$ cat src/rtl/rvl_ctrl_mbox_seq_pkg.sv
// Shared mailbox layout, sequencer state encoding and sizing helper for the
// Reveal-controller mailbox sequencer.
package rvl_ctrl_mbox_pkg;

  localparam int MBOX_CMD    = 0;
  localparam int MBOX_WDATA  = 1;
  localparam int MBOX_RDATA  = 2;
  localparam int MBOX_STATUS = 3;

  localparam int CMD_GO_BIT     = 31;
  localparam int CMD_WR_BIT     = 30;
  localparam int ST_DONE_BIT    = 31;
  localparam int ST_TIMEOUT_BIT = 30;
  localparam int SEQ_W          = 16;

  typedef enum logic [3:0] {
    IDLE,
    RD_CMD,
    CMD_WAIT,
    RD_WDATA,
    WDATA_WAIT,
    BUS,
    WR_RDATA,
    WR_STATUS,
    CLR_CMD
  } mbox_state_e;

  // Bits needed to hold any value in 0..max_val.
  function automatic int cnt_width(input int max_val);
    if (max_val < 2) return 1;
    return $clog2(max_val + 1);
  endfunction

endpackage

$ cat src/rtl/rvl_ctrl_mbox_seq_if.sv
// RAM port-B and user-register-bus signals of the mailbox sequencer.
// master = sequencer side, slave = RAM/fabric side.
interface rvl_ctrl_mbox_seq_if #(
  parameter int ADDR_WIDTH = 16,
  parameter int DATA_WIDTH = 32
);
  logic                  ram_ce;
  logic                  ram_we;
  logic [ADDR_WIDTH-1:0] ram_addr;
  logic [DATA_WIDTH-1:0] ram_wdata;
  logic [DATA_WIDTH-1:0] ram_rdata;
  logic                  bus_req;
  logic                  bus_we;
  logic [ADDR_WIDTH-1:0] bus_addr;
  logic [DATA_WIDTH-1:0] bus_wdata;
  logic                  bus_ack;
  logic [DATA_WIDTH-1:0] bus_rdata;
  logic                  busy;

  modport master (
    output ram_ce, ram_we, ram_addr, ram_wdata,
    input  ram_rdata,
    output bus_req, bus_we, bus_addr, bus_wdata,
    input  bus_ack, bus_rdata,
    output busy
  );

  modport slave (
    input  ram_ce, ram_we, ram_addr, ram_wdata,
    output ram_rdata,
    input  bus_req, bus_we, bus_addr, bus_wdata,
    output bus_ack, bus_rdata,
    input  busy
  );
endinterface

$ cat src/rtl/rvl_ctrl_mbox_seq_timer.sv
// Loadable down-counter with zero flag; load wins over decrement and the
// count holds at zero rather than wrapping.
module rvl_ctrl_mbox_timer #(
  parameter int               CNT_W   = 8,
  parameter logic [CNT_W-1:0] RST_VAL = '0
) (
  input  logic             clk,
  input  logic             rst,
  input  logic             load,
  input  logic [CNT_W-1:0] load_val,
  input  logic             dec,
  output logic             zero
);
  logic [CNT_W-1:0] cnt;

  always_ff @(posedge clk) begin
    if (rst) begin
      cnt <= RST_VAL;
    end else if (load) begin
      cnt <= load_val;
    end else if (dec && (cnt != '0)) begin
      cnt <= cnt - 1'b1;
    end
  end

  assign zero = (cnt == '0);

endmodule

$ cat src/rtl/rvl_ctrl_mbox_seq.sv
// Mailbox sequencer owning RAM port B: polls the command word, runs one user
// bus access per command, writes result/status back and clears GO.
// Optional done_irq output enabled by defining RVL_CTRL_MBOX_SEQ_IRQ_EN.
module rvl_ctrl_mbox_seq
  import rvl_ctrl_mbox_pkg::*;
#(
  parameter int ADDR_WIDTH     = 16,
  parameter int DATA_WIDTH     = 32,
  parameter int MBOX_BASE      = 0,
  parameter int POLL_CYCLES    = 64,
  parameter int TIMEOUT_CYCLES = 1024
) (
  input  logic usr_clk,
  input  logic usr_rst,
  rvl_ctrl_mbox_seq_if.master mb
`ifdef RVL_CTRL_MBOX_SEQ_IRQ_EN
  ,
  output logic done_irq
`endif
);

  localparam int POLL_W = cnt_width(POLL_CYCLES);
  localparam int TMO_W  = cnt_width(TIMEOUT_CYCLES);
  // Counters run down to zero inclusive, so loading N-1 yields N cycles.
  localparam logic [POLL_W-1:0] POLL_LOAD = POLL_W'(POLL_CYCLES - 1);
  localparam logic [TMO_W-1:0]  TMO_LOAD  = TMO_W'(TIMEOUT_CYCLES - 1);

  mbox_state_e state, state_nxt;

  logic                  cmd_wr;
  logic [ADDR_WIDTH-1:0] cmd_addr;
  logic [DATA_WIDTH-1:0] wdata_q;
  logic [DATA_WIDTH-1:0] rdata_q;
  logic                  tmo_flag;
  logic [SEQ_W-1:0]      seq;

  logic                  cmd_go;
  logic                  cmd_go_wr;
  logic                  poll_load;
  logic                  poll_zero;
  logic                  tmo_load;
  logic                  tmo_zero;

  logic                  ram_ce;
  logic                  ram_we;
  logic [ADDR_WIDTH-1:0] ram_addr;
  logic [DATA_WIDTH-1:0] ram_wdata;
  logic                  bus_req;

  function automatic logic [ADDR_WIDTH-1:0] word_addr(input int off);
    return ADDR_WIDTH'(MBOX_BASE + off);
  endfunction

  function automatic logic [DATA_WIDTH-1:0] status_word(input logic to,
                                                        input logic [SEQ_W-1:0] s);
    logic [DATA_WIDTH-1:0] w;
    w                 = '0;
    w[ST_DONE_BIT]    = 1'b1;
    w[ST_TIMEOUT_BIT] = to;
    w[SEQ_W-1:0]      = s;
    return w;
  endfunction

  // Only WR and the address were latched, so every other bit reads back as 0.
  function automatic logic [DATA_WIDTH-1:0] cleared_cmd(input logic wr,
                                                        input logic [ADDR_WIDTH-1:0] a);
    logic [DATA_WIDTH-1:0] w;
    w                  = '0;
    w[CMD_WR_BIT]      = wr;
    w[ADDR_WIDTH-1:0]  = a;
    return w;
  endfunction

  assign cmd_go    = mb.ram_rdata[CMD_GO_BIT];
  assign cmd_go_wr = mb.ram_rdata[CMD_WR_BIT];
  assign poll_load = ((state == CMD_WAIT) && !cmd_go) || (state == CLR_CMD);
  assign tmo_load  = (state == CMD_WAIT) || (state == WDATA_WAIT);

  rvl_ctrl_mbox_timer #(
    .CNT_W   (POLL_W),
    .RST_VAL (POLL_LOAD)
  ) u_poll_timer (
    .clk      (usr_clk),
    .rst      (usr_rst),
    .load     (poll_load),
    .load_val (POLL_LOAD),
    .dec      (state == IDLE),
    .zero     (poll_zero)
  );

  rvl_ctrl_mbox_timer #(
    .CNT_W   (TMO_W),
    .RST_VAL ('0)
  ) u_tmo_timer (
    .clk      (usr_clk),
    .rst      (usr_rst),
    .load     (tmo_load),
    .load_val (TMO_LOAD),
    .dec      (state == BUS),
    .zero     (tmo_zero)
  );

  always_ff @(posedge usr_clk) begin
    if (usr_rst) begin
      state <= IDLE;
    end else begin
      state <= state_nxt;
    end
  end

  // One RAM access per state; the RAM and bus strobes are pure state decodes.
  always_comb begin
    state_nxt = state;
    ram_ce    = 1'b0;
    ram_we    = 1'b0;
    ram_addr  = '0;
    ram_wdata = '0;
    bus_req   = 1'b0;
    unique case (state)
      IDLE: begin
        if (poll_zero) state_nxt = RD_CMD;
      end
      RD_CMD: begin
        ram_ce    = 1'b1;
        ram_addr  = word_addr(MBOX_CMD);
        state_nxt = CMD_WAIT;
      end
      CMD_WAIT: begin
        if (!cmd_go)        state_nxt = IDLE;
        else if (cmd_go_wr) state_nxt = RD_WDATA;
        else                state_nxt = BUS;
      end
      RD_WDATA: begin
        ram_ce    = 1'b1;
        ram_addr  = word_addr(MBOX_WDATA);
        state_nxt = WDATA_WAIT;
      end
      WDATA_WAIT: begin
        state_nxt = BUS;
      end
      BUS: begin
        bus_req = 1'b1;
        if (mb.bus_ack)    state_nxt = cmd_wr ? WR_STATUS : WR_RDATA;
        else if (tmo_zero) state_nxt = WR_STATUS;
      end
      WR_RDATA: begin
        ram_ce    = 1'b1;
        ram_we    = 1'b1;
        ram_addr  = word_addr(MBOX_RDATA);
        ram_wdata = rdata_q;
        state_nxt = WR_STATUS;
      end
      WR_STATUS: begin
        ram_ce    = 1'b1;
        ram_we    = 1'b1;
        ram_addr  = word_addr(MBOX_STATUS);
        ram_wdata = status_word(tmo_flag, seq);
        state_nxt = CLR_CMD;
      end
      CLR_CMD: begin
        ram_ce    = 1'b1;
        ram_we    = 1'b1;
        ram_addr  = word_addr(MBOX_CMD);
        ram_wdata = cleared_cmd(cmd_wr, cmd_addr);
        state_nxt = IDLE;
      end
      default: begin
        state_nxt = IDLE;
      end
    endcase
  end

  // Command latches drive the bus outputs directly, so they clear on reset.
  always_ff @(posedge usr_clk) begin
    if (usr_rst) begin
      cmd_wr   <= 1'b0;
      cmd_addr <= '0;
      wdata_q  <= '0;
      tmo_flag <= 1'b0;
      seq      <= '0;
    end else begin
      if ((state == CMD_WAIT) && cmd_go) begin
        cmd_wr   <= cmd_go_wr;
        cmd_addr <= mb.ram_rdata[ADDR_WIDTH-1:0];
        tmo_flag <= 1'b0;
      end
      if (state == WDATA_WAIT) wdata_q <= mb.ram_rdata;
      if ((state == BUS) && !mb.bus_ack && tmo_zero) tmo_flag <= 1'b1;
      if (state == WR_STATUS) seq <= seq + 1'b1;
    end
  end

  always_ff @(posedge usr_clk) begin
    if ((state == BUS) && mb.bus_ack && !cmd_wr) rdata_q <= mb.bus_rdata;
  end

`ifdef RVL_CTRL_MBOX_SEQ_IRQ_EN
  always_ff @(posedge usr_clk) begin
    if (usr_rst) begin
      done_irq <= 1'b0;
    end else begin
      done_irq <= (state == WR_STATUS);
    end
  end
`endif

  assign mb.ram_ce    = ram_ce;
  assign mb.ram_we    = ram_we;
  assign mb.ram_addr  = ram_addr;
  assign mb.ram_wdata = ram_wdata;
  assign mb.bus_req   = bus_req;
  assign mb.bus_we    = cmd_wr;
  assign mb.bus_addr  = cmd_addr;
  assign mb.bus_wdata = wdata_q;
  assign mb.busy      = (state != IDLE);

endmodule

$ cat src/flat_wrapper.sv
// flat-port wrapper written by rule: the top's interface ports become plain ports
module rvl_ctrl_mbox_seq_flat import rvl_ctrl_mbox_pkg::*;
#(
  parameter int ADDR_WIDTH     = 16,
  parameter int DATA_WIDTH     = 32,
  parameter int MBOX_BASE      = 0,
  parameter int POLL_CYCLES    = 64,
  parameter int TIMEOUT_CYCLES = 1024
)
  (usr_clk, usr_rst, mb_ram_ce, mb_ram_we, mb_ram_addr, mb_ram_wdata, mb_ram_rdata, mb_bus_req, mb_bus_we, mb_bus_addr, mb_bus_wdata, mb_bus_ack, mb_bus_rdata, mb_busy);
  rvl_ctrl_mbox_seq_if #(.ADDR_WIDTH(ADDR_WIDTH), .DATA_WIDTH(DATA_WIDTH)) mb_i ();
  input  logic usr_clk;
  input  logic usr_rst;
  output wire logic [$bits(mb_i.ram_ce)-1:0] mb_ram_ce;
  output wire logic [$bits(mb_i.ram_we)-1:0] mb_ram_we;
  output wire logic [$bits(mb_i.ram_addr)-1:0] mb_ram_addr;
  output wire logic [$bits(mb_i.ram_wdata)-1:0] mb_ram_wdata;
  input wire logic [$bits(mb_i.ram_rdata)-1:0] mb_ram_rdata;
  output wire logic [$bits(mb_i.bus_req)-1:0] mb_bus_req;
  output wire logic [$bits(mb_i.bus_we)-1:0] mb_bus_we;
  output wire logic [$bits(mb_i.bus_addr)-1:0] mb_bus_addr;
  output wire logic [$bits(mb_i.bus_wdata)-1:0] mb_bus_wdata;
  input wire logic [$bits(mb_i.bus_ack)-1:0] mb_bus_ack;
  input wire logic [$bits(mb_i.bus_rdata)-1:0] mb_bus_rdata;
  output wire logic [$bits(mb_i.busy)-1:0] mb_busy;
  assign mb_ram_ce = mb_i.ram_ce;
  assign mb_ram_we = mb_i.ram_we;
  assign mb_ram_addr = mb_i.ram_addr;
  assign mb_ram_wdata = mb_i.ram_wdata;
  assign mb_i.ram_rdata = mb_ram_rdata;
  assign mb_bus_req = mb_i.bus_req;
  assign mb_bus_we = mb_i.bus_we;
  assign mb_bus_addr = mb_i.bus_addr;
  assign mb_bus_wdata = mb_i.bus_wdata;
  assign mb_i.bus_ack = mb_bus_ack;
  assign mb_i.bus_rdata = mb_bus_rdata;
  assign mb_busy = mb_i.busy;
  rvl_ctrl_mbox_seq #(.ADDR_WIDTH(ADDR_WIDTH), .DATA_WIDTH(DATA_WIDTH), .MBOX_BASE(MBOX_BASE), .POLL_CYCLES(POLL_CYCLES), .TIMEOUT_CYCLES(TIMEOUT_CYCLES)) u_core (.usr_clk(usr_clk), .usr_rst(usr_rst), .mb(mb_i));
endmodule
$ cat config.mk
export PLATFORM = sky130hd
export DESIGN_NAME = rvl_ctrl_mbox_seq_flat
export DESIGN_NICKNAME = d
export VERILOG_FILES = /design/src/rtl/rvl_ctrl_mbox_seq_pkg.sv /design/src/rtl/rvl_ctrl_mbox_seq_if.sv /design/src/rtl/rvl_ctrl_mbox_seq_timer.sv /design/src/rtl/rvl_ctrl_mbox_seq.sv /design/src/flat_wrapper.sv
export SDC_FILE = /design/constraint.sdc
export NUM_CORES = 1
export LEC_CHECK = 0
export CAP_MARGIN = 20
export CORE_MARGIN = 1
export CORE_UTILIZATION = 42
export DETAILED_ROUTE_END_ITERATION = 6
export PLACE_DENSITY_LB_ADDON = 0.05
export SYNTH_ARGS = -nofsm -noshare
export SYNTH_HDL_FRONTEND = slang
export SYNTH_HIERARCHICAL = 1
export SYNTH_SLANG_ARGS = --single-unit
$ cat constraint.sdc
create_clock -name usr_clk -period 2.55 [get_ports usr_clk]
set_clock_uncertainty 0.1 [all_clocks]
set_input_delay 0.51 -clock usr_clk [delete_from_list [all_inputs] [get_ports usr_clk]]
set_output_delay 0.51 -clock usr_clk [all_outputs]
set_load 0.02 [all_outputs]
==> results of run 1 <==
==> Yosys cell counts, types with 2 or more instances <==
master     instances
xor2_1             9
conb_1             2
nor3_1            10
nor2_1            30
nand2b_1           9
nand3_1            9
o21ai_1            3
dfxtp_1           88
o21ai_0            6
a21oi_1           67
o21a_1             2
nor2b_1            2
a222oi_1          17
and2_1            15
buf_2             12
a211oi_1           4
o211ai_1           2
nand4_1            3
ha_1               3
nor3_2             2
xnor2_1            6
nor4b_1            2
a21o_1             2
or4_4              3
inv_1             30
a311oi_1           2
buf_4             15
or3_1              7
and3_1             3
nand2_1          113
buf_1              2
a2111oi_2          2
buf_6              2
edfxtp_1          32
o31ai_1            6
or4_1              4
clkbuf_1          18
and4_1             2
==> worst min path at each step <==
stage          depth (start not counted)                      end
3_3_place_gp                           2  u_core/mb.bus_wdata[25]
5_1_grt                                2  u_core/mb.bus_wdata[16]
2_1_floorplan                          2           u_core/seq[15]
3_5_place_dp                           2  u_core/mb.bus_wdata[16]
6_report                               2  u_core/mb.bus_wdata[16]
4_1_cts                                2  u_core/mb.bus_wdata[16]
==> area by class of cell <==
type / instances / area share (%)
clock inverters: 14 / 2.340
clock buffers: 18 / 5.574
well taps: 168 / 2.730
repair buffers: 172 / 21.47
multi-input cells: 411 / 30.91
flip-flops and latches: 120 / 35.52
inverters: 30 / 1.462
==> repair_timing <==
| item | in CTS | in global routing |
|---|---|---|
| gates cloned | 1 | 0 |
| pin swaps | 2 | 7 |
| endpoints found under the setup margin | 38 | 20 |
| endpoints found under the hold margin | 0 | 0 |
| buffers inserted | 0 | 0 |
| gates resized for setup | 45 | 26 |
==> cell usage in the layout, fill, tap and decap left out, drive strengths merged, types with 9 or more instances in the layout <==
cell           count
buf               20
dfxtp             88
inv               31
clkbuf            26
and2              15
edfxtp            32
xor2               9
clkinv             9
nand2            113
dlygate4sd2       23
nand2b             9
a222oi            17
nor2              31
o21ai             11
nand3             10
clkdlybuf4s50    114
a21oi             68
nor3              12
conb              32
==> layer usage <==
layer / share of wire [%] / vias up / global-route usage [%] / routed length, um
li1: - / 2337 / - / -
met1: 41 / 2252 / 25.52 / 5964
met2: 49 / 163 / 37.74 / 7122
met3: 7.6 / 31 / 8.788 / 1101
met4: 2.5 / 0 / 11.17 / 364
met5: 0 / - / 0 / 0
==> cells by family (layout without fill, tap and decap cells) <==
group / count (synthesis) / count (layout) / share of synthesized area, %
AO/OA/AOI/OAI: 131 / 131 / 16.74
flip-flops: 120 / 120 / 51.08
multiplexers: 2 / 2 / 0.4694
AND/OR/NAND/NOR: 227 / 228 / 21.13
other: 2 / 32 / 0.1409
adder cells (fa/ha/maj): 3 / 3 / 0.7043
XOR/XNOR: 15 / 15 / 2.465
buffers and inverters: 80 / 234 / 7.277
==> where the power goes <==
group,internal [mW],leakage [nW],switching (mW)
clock,1.62,0.298,0.850
sequential,1.96,1.00,0.00439
combinational,0.105,1.64,0.0756
==> through the flow <==
| step | area [um^2] | worst slack (ps) |
|---|---|---|
| detailed placement | 7111 | 70.73 |
| global placement | 7111 | 158.5 |
| CTS | 7701 | -233.5 |
| finish | 7700 | 60.34 |
| floorplan | 5445 | 271.9 |
| global route | 7700 | 0.2456 |
==> flip-flops by register name, summed over array words and instances (netlist names) <==
signal and cells:
u_core/state 4, u_core/tmo_flag 1, u_core/rdata_q 32, u_core/u_tmo_timer/cnt 11, u_core/mb.bus_we 1, u_core/seq 16
u_core/mb.bus_addr 16, u_core/u_poll_timer/cnt 7, u_core/mb.bus_wdata 32
==> tightest hold or removal path, cell delays in order, from the launching register on <==
cell and delay [ps]:
dfxtp_1 300, nand2_1 50, a21oi_1 50
==> run summary, run 1 <==
The run finished with clean final reports. The final critical-path share of the clock period is 97.63%, and the number of buffers added on ports is 153. For this design the top-level I/O count stands at 168. For this run, the leading register cell type out of synthesis is dfxtp_1. The critical-path cell with the highest stage delay was dfxtp_4. The final hold violation count is 0, and the count of unique library cells instantiated by Yosys is 72. Summed over its instances, the top area cell type makes up 33.05% of the synthesized netlist area. For the worst flop-to-flop path, the logic depth is 7. Counting flops with a built-in enable in the synthesized netlist gives 32. In this run the number of cells on the critical path is 6.

For the number of H-tree branching levels, the log shows 4. The buffers plus inverters on the worst setup path was 3; the measured slew at the worst slew-check pin was 1041 ps. The run gives 0 as the number of buffers added to fix hold violations after cts. The routed design has 14550 um of wire.

The global-route congestion overflow total came out at 0. Data on the critical path arrives at its endpoint at 1880 ps. The flop-to-flop setup slack is 200 ps. After layout, the design draws a total of 4.613 mW. The run gives 6 as the number of search-and-repair iterations in the first detailed-routing pass. The floorplan step set the die width to 114.7 um. Summing all flip-flop and latch instances after layout gives 2735 um^2.

The tools report the startpoint kind of the worst setup timing path as a flop. The run gives 0 as the count of nets left with antenna violations after detail routing. In this run the clock root is driven by a clkbuf_16. The run gives 0 as the number of antenna violations at the first check in global routing.

Broken down by cell family, the worst path's largest delay share belongs to buffers and inverters. The tools report the area of the die as 13150 um^2. The tools report the maximum number of pins on one net before global-route repair as 72.

TritonCTS built the clock tree. The type of the worst setup path was flop to output port. The filler cells instantiated in the layout total 1061.

The post-route netlist has 10.98% of its cells at a drive strength greater than 1. The static leakage is 2.941 nW. Measured against its own limit, the worst slew margin works out to 30.59%. The aggregate global-route resource usage was 22.73%; the max-cap violation count was 0.

Using the TritonRoute via totals, the vias-per-cell ratio works out to 5.126. The number of warnings issued by yosys came out at 6. Setup repair after global routing left no endpoint under its margin. The finished layout holds 933 standard cells, fillers aside. The number of violations reported at the end of detailed-routing iteration 0 was 383.

The initial cell density of the core was 43.65%; the average footprint of a synthesized cell was 9.190 um^2. The clock transition at the registers of the reported paths was 50 ps. The startpoint identified for the worst hold timing path is u_core/mb.bus_wdata[16].

In this run, CTS created clock tree buffers numbering 17. For this block, the via count after detailed routing is 4783. The first global-routing pass estimated 22560 um of wire. Sequential cells were found to cover 51.08% of the synthesized design area. After legalization and detailed placement, the total HPWL measured 10010 um. Along the worst path, the maximum fanout reaches 31.

Once layout is complete, the utilization of the core stands at 63.05%. The largest incremental delay on the critical path was 390 ps. The die is 114.7 um tall. The signal on the critical path passes through nand2_2 -> nor3_4 -> buf_12 -> a222oi_1 -> inv_1 -> dlygate4sd2_1. The floorplan has 40 rows.

The tightest min-delay check is of the flop to flop type. Synthesis inferred 120 register bits. In this run the power density over the cells is 599.1 nW/um^2.

The logs give 0 for the final count of pins violating max slew and 12210 um^2 for the area inside the core boundary. The final RePlAce weighted congestion is 0.8662, and the maximum buffer depth of the clock tree is 2. The run gives 580 as the gate count after technology mapping.

In this run the critical register-to-register path is launched from u_core/state[3]. The worst path needs 2490 ps of the cycle, external delays included. Summed instance area of the synthesized netlist: 5330 um^2. The smallest hold slack was 350.8 ps; the required time reported for the critical path endpoint was 1940 ps. In this run the worst setup path terminates at mb_ram_wdata[4]. The critical path starts at u_core/state[2]. The logs give 120 for the TritonCTS sink count and 0 ps for the accumulated negative setup slack. The logs give 4607 for the via count of the first global-routing pass and 410 ps for the clock insertion delay at the later pin of the skew report. The area added between synthesis and finish works out to 44.46%. VDD sags by at most 427.8 uV.

The diode insertion count for antenna repair is 0, and the combined area of the multi-input logic cells is 2380 um^2. STA classifies the critical path endpoint as an output port. The placed instance count is 900, and the fraction of registers with async set or reset after synthesis is 0%. Yosys attributes the largest share of cell area to dfxtp_1, edfxtp_1, nand2_1, a21oi_1, a222oi_1. The number of remaining DRC errors was 0; the number of failing setup endpoints in the final timing report was 0.

For this run, the post-layout net count is 822. Static timing analysis puts the maximum clock frequency at 401.7 MHz. The largest area contributor in the synthesized netlist was dfxtp_1.

The post-detailed-route wirelength per cell works out to 15.60 um. The worst register-to-register path ends at u_core/u_poll_timer/cnt[4].
(Power assumes the default switching activity.)
==> inputs of run 2 (changes only) <==
- CELL_PAD_IN_SITES_DETAIL_PLACEMENT: default -> 1
- CELL_PAD_IN_SITES_GLOBAL_PLACEMENT: default -> 2
- CORE_UTILIZATION: 42 -> 25
==> run 2 against run 1 <==
  * First-iteration DRC count down 45%
  * Combinational power up 3%
  * Clock-buffer cell count up 3
  * Routed wire length up 20%
  * Via count up 1.3%
  * Worst setup slack better by 35 ps
  * Register-to-register slack about the same
  * Critical path type unchanged
  * Critical endpoint is now mb_ram_wdata[0]
  * Largest cell class unchanged
  * Largest power group unchanged
==> run summary, run 2 (synthesis results as in run 1) <==
The flow ran to the end, and the final reports show no timing, DRC or antenna violations. The number of failing setup endpoints in the final timing report is 0 (unchanged), and the x dimension of the die is 148.0 um (was 114.7 um). The via count normalized by instance count is 4.612 (was 5.126).

The tools report the boundary pin count as 168 (unchanged). Startpoint kind of the worst setup timing path: a flop (unchanged). The global-route congestion overflow total is 0 (unchanged), and the measured slew at the worst slew-check pin is 621.8 ps (was 1041 ps).

The wire length of the first global-routing pass came out at 27600 um (was 22560 um). The largest incremental delay on the critical path was 360 ps (was 390 ps). TritonCTS built the clock tree.

The achievable clock frequency was 407.3 MHz (was 401.7 MHz). The kind of path behind the tightest hold check is flop to flop (unchanged). For the number of violations reported at the end of detailed-routing iteration 0, the log shows 209 (was 383). Commonest cells after routing, fill and taps aside: clkdlybuf4s50_1, nand2_1, dfxtp_1 (unchanged). The final critical-path required period was 2455 ps (was 2490 ps); the TritonCTS buffer count was 17 (unchanged). The detailed placer's ending HPWL is 12460 um (was 10010 um), and the aggregate global-route resource usage is 16.56% (was 22.73%). The run gives 0 (unchanged) as the final hold violation count. Number of buffers added on ports: 153 (unchanged). The run gives 120 (unchanged) as the TritonCTS sink count. The via count of the first global-routing pass is 5178 (was 4607).

The clock insertion delay at the later pin of the skew report was 410 ps (about the same). The run gives 0 (unchanged) as the number of antenna violations at the first check in global routing. The post-detailed-route wirelength per cell works out to 16.62 um (was 15.60 um). Crit path cell chain: nand2_1 -> nor3_2 -> buf_12 -> a222oi_1 -> inv_1 -> clkdlybuf4s15_1 (was nand2_2 -> nor3_4 -> buf_12 -> a222oi_1 -> inv_1 -> dlygate4sd2_1).

The layout cell share with drive strength beyond 1 came out at 13.66% (was 10.98%). The routed wire length was 17460 um (was 14550 um). The smallest hold slack is 354.5 ps (was 350.8 ps), and the post-placement setup slack is 136.3 ps (was 70.73 ps). The logs give 4 (unchanged) for the number of H-tree branching levels and 94.90 ps (was 60.34 ps) for the slack of the critical path.

Clock transition at the registers of the reported paths: 60 ps (was 50 ps). The count of nets left with antenna violations after detail routing was 0 (unchanged). Number of remaining DRC errors: 0 (unchanged).

The area of the die was 21910 um^2 (was 13150 um^2). The maximum fanout along the worst path came out at 31 (unchanged). The logs give 0 (unchanged) for the final count of pins violating max slew and 25.44% (was 43.65%) for the initial cell density of the core.

The area added between synthesis and finish came out at 46.85% (was 44.46%). The tools report the maximum number of pins on one net before global-route repair as 36 (was 72). The critical path's top delay family is buffers and inverters (unchanged). The die height came out at 148.0 um (was 114.7 um).

The run gives 0 (unchanged) as the number of buffers added to fix hold violations after cts. The row count is 53 (was 40). The diode insertion count for antenna repair came out at 0 (unchanged). The clock root buffer master was clkbuf_16 (unchanged). The tools report the via count as 4847 (was 4783).

The worst ir drop on vdd is 373.9 uV (was 427.8 uV), and the power per cell area is 573.8 nW/um^2 (was 599.1 nW/um^2). The final critical-path share of the clock period was 96.28% (was 97.63%). Type of the worst setup path: flop to output port (unchanged). The number of search-and-repair iterations in the first detailed-routing pass was 7 (was 6); the headroom to the max-slew limit was 58.46% (was 30.59%).

Nature of the critical path endpoint: an output port (unchanged). The most common cell after layout, fill and taps aside was clkdlybuf4s50_1 (unchanged). The critical-path cell with the highest stage delay is a222oi_1 (was dfxtp_4).

The buffers plus inverters on the worst setup path is 3 (unchanged), and the required time reported for the critical path endpoint is 1940 ps (about the same). The logs give 7828 um^2 (was 7700 um^2) for the area of all placed cells without fillers and 2 (unchanged) for the maximum buffer depth of the clock tree. The area inside the core boundary is 20960 um^2 (was 12210 um^2), and the placed cell area is 7282 um^2 (was 7111 um^2). The final RePlAce weighted congestion came out at 0.7670 (was 0.8662). For the static leakage, the log shows 2.961 nW (was 2.941 nW). Arrival time of the worst setup path: 1850 ps (was 1880 ps). For the number of nets in the layout, the log shows 833 (was 822).

The max-cap violation count is 0 (unchanged).
## run 2: cell count changes in the layout (fill, tap and decap cells not counted), sizes merged
cell,previous run,this run
clkinvlp,0,3
clkbuf,26,38
buf,20,32
bufinv,4,0
dlygate4sd2,23,19
clkinv,9,3
inv,31,35
clkdlybuf4s15,6,2
dlymetal6s2s,1,0
and4b,2,1
## run 2: metrics by stage
stage	utilization (%)	total power [mW]	cells	setup TNS, ps
after floorplan	-	2.080	610	0
after global placement	34.75	2.186	1012	0
after detailed placement	34.75	2.190	1012	0
after CTS	37.42	4.573	1046	-1.025
after global routing	37.35	4.684	1051	-1.589
final	37.35	4.491	1051	0
## run 2: path summary, 6_finish.rpt
kind	from	to	slack [ps]	depth (start not counted)
worst min-delay path	u_core/mb.bus_wdata[17]	u_core/mb.bus_wdata[17]	350	2
worst max register to register	u_core/state[0]	u_core/u_poll_timer/cnt[4]	190	8
worst min register to register	u_core/mb.bus_wdata[17]	u_core/mb.bus_wdata[17]	350	2
worst max-delay path	u_core/state[2]	mb_ram_wdata[0]	90	6
## run 2: worst min-delay path, cell delays in order (launching register included)
cell and delay, ps:
dfxtp_1 310, nand2_1 50, a21oi_1 50
## run 2: what timing repair did
action / in CTS / in global routing
setup endpoints to repair: 38 / 29
gates resized for setup: 42 / 37
pin swaps: 2 / 3
gates cloned: 0 / 0
setup buffers: 2 / 5
## run 2: per-layer routing
layer / vias to the layer above / share of wire, % / GRT usage, % / routed length, um
li1: 2355 / - / - / -
met1: 2360 / 42 / 19.05 / 7366
met2: 107 / 51 / 29.04 / 8901
met3: 25 / 4.8 / 4.722 / 844
met4: 0 / 2.0 / 6.031 / 351
met5: - / 0 / 0 / 0
## run 2: final cells by class
cell class | instances | area (um^2)
Sequential cell | 120 | 2725
Timing Repair Buffer | 184 | 1708
Inverter | 30 | 112.6
Clock buffer | 21 | 503.0
Tap cell | 275 | 344.1
Clock inverter | 11 | 81.33
Fill cell | 2451 | 13130
Multi-Input combinational cell | 410 | 2354
## run 2: report_power, final
group | internal, mW | switching [mW]
Sequential | 1.96 | 0.00428
Clock | 1.42 | 0.925
Combinational | 0.106 | 0.0793
==> inputs of run 3 (changes only) <==
- CORE_UTILIZATION: 25 -> 24
- PLACE_DENSITY: default -> 0.74
- PLACE_DENSITY_LB_ADDON: 0.05 -> default
- SYNTH_HIERARCHICAL: 1 -> default
==> run 3 against run 2 <==
  * Register-to-register slack improved by 120 ps
  * Power is 3.0% lower
  * Synthesized area decreased by 2.5%
  * Clock-buffer cell count decreased by 4
  * Critical path type unchanged
  * Largest cell class unchanged
  * Via count fell by 2.7%
  * Largest power group unchanged
  * Maximum frequency fell by 2.2%
  * Sequential share of layout area grew 1.3 points
  * Flip-flop and latch count unchanged
  * Cell area fell by 3.5%
  * Clock power fell by 5%
  * Worst setup slack worse by 56 ps
==> run summary, run 3 <==
Worst ir drop on vdd: 370.9 uV (was 373.9 uV). The filler cell count came out at 2374 (was 2451). The number of buffers added on ports came out at 153 (unchanged). Clock transition at the registers of the reported paths: 60 ps (about the same).

The run gives 21150 um^2 (was 20960 um^2) as the area inside the core boundary. The row count is 53 (unchanged). Setup repair after global routing could not meet its margin everywhere. The number of synthesized flops with an enable pin came out at 32 (unchanged). The number of warnings issued by yosys is 0 (was 6). The required time reported for the critical path endpoint came out at 1940 ps (about the same). Commonest cells after routing, fill and taps aside: nand2_1, clkdlybuf4s50_1, dfxtp_1 (was clkdlybuf4s50_1, nand2_1, dfxtp_1).

The final critical-path share of the clock period was 98.46% (was 96.28%). The number of synthesized register bits was 120 (unchanged); the layout cell share with drive strength beyond 1 was 11.68% (was 13.66%). The die height was 149.1 um (was 148.0 um); the number of remaining DRC errors was 0 (unchanged). For the flop-to-flop setup slack, the log shows 310 ps (was 190 ps). The tools report the gate count after technology mapping as 559 (was 580). The clock root buffer master was clkbuf_16 (unchanged). The logs give 27210 um (was 27600 um) for the wire length of the first global-routing pass and 4936 (was 5178) for the via count of the first global-routing pass. The sequential fraction of the synthesis area was 52.41% (was 51.08%); the number of failing setup endpoints in the final timing report was 0 (unchanged).

TritonCTS built the clock tree. Final critical-path required period: 2511 ps (was 2455 ps). The share of the synthesized area in the top cell type was 33.91% (was 33.05%); the max-cap violation count was 0 (unchanged).

The logs give 0 (unchanged) for the final hold violation count and 168 (unchanged) for the boundary pin count. The run gives 56 (was 72) as the count of unique library cells instantiated by Yosys. The maximum fanout along the worst path is 14 (was 31). Final standard cell utilization of the core: 35.71% (was 37.35%). The number of buffers added to fix hold violations after cts was 0 (unchanged).

The tools report the critical path startpoint as u_core.state[1] (was u_core/state[2]). The measured slew at the worst slew-check pin was 939.6 ps (was 621.8 ps); the number of nets in the layout was 786 (was 833). The initial cell density of the core is 24.56% (was 25.44%), and the fraction of registers with async set or reset after synthesis is 0% (unchanged). The kind of path behind the tightest hold check was flop to flop (unchanged). The detailed placer's ending HPWL came out at 12860 um (was 12460 um). Most instantiated library cell after synthesis: nand2_1 (unchanged). The maximum number of pins on one net before global-route repair is 41 (was 36).

Number of violations reported at the end of detailed-routing iteration 0: 257 (was 209). For the global-route congestion overflow total, the log shows 0 (unchanged). The largest area contributor in the synthesized netlist is dfxtp_1 (unchanged). The x dimension of the die was 149.1 um (was 148.0 um); the arrival time of the worst setup path was 1900 ps (was 1850 ps). The run gives 4715 (was 4847) as the via count. The flow ran to the end, and the final reports show no timing, DRC or antenna violations. The average footprint of a synthesized cell was 9.293 um^2 (was 9.190 um^2). Most numerous cell types in the synthesized netlist: nand2_1, dfxtp_1, a21oi_1, edfxtp_1, clkbuf_1 (was nand2_1, dfxtp_1, a21oi_1, edfxtp_1). The reg-to-reg endpoint is u_core.u_tmo_timer.cnt[3] (was u_core/u_poll_timer/cnt[4]). The final RePlAce weighted congestion came out at 0.8225 (was 0.7670). Area of the die: 22240 um^2 (was 21910 um^2). The TritonCTS sink count is 120 (unchanged), and the diode insertion count for antenna repair is 0 (unchanged). Primary flip-flop cell chosen by synthesis mapping: dfxtp_1 (unchanged).

The TritonCTS buffer count was 17 (unchanged). The startpoint of the most critical register-to-register path was u_core.u_tmo_timer.cnt[0] (was u_core/state[0]). Synth area leaders: dfxtp_1, edfxtp_1, nand2_1, a21oi_1, a222oi_1 (unchanged). The summed instance area of the synthesized netlist is 5195 um^2 (was 5330 um^2).

The count of nets left with antenna violations after detail routing was 0 (unchanged); the static leakage was 2.862 nW (was 2.961 nW). The maximum buffer depth of the clock tree is 2 (unchanged), and the clock insertion delay at the later pin of the skew report is 420 ps (was 410 ps). The nature of the critical path endpoint is an output port (unchanged). The aggregate global-route resource usage was 16.28% (was 16.56%); the via count normalized by instance count was 4.701 (was 4.612). The tools report the headroom to the max-slew limit as 37.07% (was 58.46%). The tools report the final count of pins violating max slew as 0 (unchanged). The post-detailed-route wirelength per cell was 17.29 um (was 16.62 um); the accumulated negative setup slack was 0 ps (unchanged). The tools report the startpoint kind of the worst setup timing path as a flop (unchanged).

The area added between synthesis and finish was 45.42% (was 46.85%); the number of antenna violations at the first check in global routing was 0 (unchanged). The capturing element of the worst setup path is mb_ram_wdata[31] (was mb_ram_wdata[0]). The run gives 7 (unchanged) as the number of search-and-repair iterations in the first detailed-routing pass.

The achievable clock frequency is 398.3 MHz (was 407.3 MHz), and the total setup buffers inserted after CTS is 0 (was 2). Type of the worst setup path: flop to output port (unchanged). The cell depth of the worst flop-to-flop path is 6 (was 8). The logs give 4 (unchanged) for the number of H-tree branching levels and 17340 um (was 17460 um) for the routed wire length. The power per cell area is 576.5 nW/um^2 (was 573.8 nW/um^2).
==> run 3: report_power, final <==
group          total, mW  switching (mW)  internal, mW
logic              0.174          0.0745        0.0997
registers           1.96         0.00350          1.96
clock network       2.22           0.965          1.26
==> run 3: worst min path at each step <==
stage	startpoint	slack [ps]	cells after the start	to
6_report	u_core.mb.bus_wdata[28]	350	2	u_core.mb.bus_wdata[28]
2_1_floorplan	u_core.tmo_flag	330	2	u_core.tmo_flag
4_1_cts	u_core.mb.bus_wdata[20]	350	2	u_core.mb.bus_wdata[20]
3_5_place_dp	u_core.mb.bus_wdata[20]	350	2	u_core.mb.bus_wdata[20]
3_3_place_gp	u_core.mb.bus_wdata[20]	340	2	u_core.mb.bus_wdata[20]
5_1_grt	u_core.mb.bus_wdata[17]	380	2	u_core.mb.bus_wdata[17]
==> run 3: critical path: stages (launching register included) <==
cell and delay (ps):
dfxtp_1 380, buf_4 240, nand3b_4 140, nor2_1 130, clkdlybuf4s50_1 610
==> run 3: cell type report <==
cell class                      instances  area (um^2)  share of cell area (%)
Sequential cell                       120         2730                   36.14
Multi-Input combinational cell        377         2191                   29.00
Timing Repair Buffer                  174         1650                   21.84
Clock buffer                           17        425.4                   5.631
Tap cell                              275        344.1                   4.554
Clock inverter                         15        120.1                   1.590
Inverter                               25        93.84                   1.242
==> run 3: cell families after synthesis <==
| logic type | Yosys count | synth area share, % |
|---|---|---|
| AND/OR/NAND/NOR | 227 | 22.30 |
| flip-flops | 120 | 52.41 |
| AO/OA/AOI/OAI | 119 | 15.20 |
| buffers and inverters | 75 | 6.816 |
| XOR/XNOR | 11 | 1.854 |
| adder cells (fa/ha/maj) | 4 | 0.9634 |
| multiplexers | 2 | 0.3854 |
| other | 1 | 0.07219 |
==> run 3: per-stage QoR <==
step | hold slack, ps | setup slack, ps | cells | total power, mW | area (um^2)
6_report | 354.4 | 39.29 | 1003 | 4.355 | 7555
5_1_grt | 379.1 | -106.8 | 1003 | 4.526 | 7555
4_1_cts | 353.7 | -123.2 | 1003 | 4.423 | 7616
3_5_place_dp | 345.8 | -66.26 | 971 | 2.177 | 7078
3_3_place_gp | 342.8 | -20.58 | 971 | 2.173 | 7078
2_1_floorplan | 331.5 | 85.52 | 572 | 2.067 | 5249
==> run 3: metal layers <==
metal | track usage (%) | vias up | wire, um
li1 | - | 2262 | -
met1 | 19.51 | 2275 | 7416
met2 | 26.26 | 154 | 8222
met3 | 5.627 | 24 | 1165
met4 | 7.194 | 0 | 535
met5 | 0 | - | 0
==> run 3: repair_timing <==
| item | in CTS | in global routing |
|---|---|---|
| pin swaps | 2 | 9 |
| gates resized for setup | 71 | 21 |
| setup endpoints to repair | 37 | 20 |
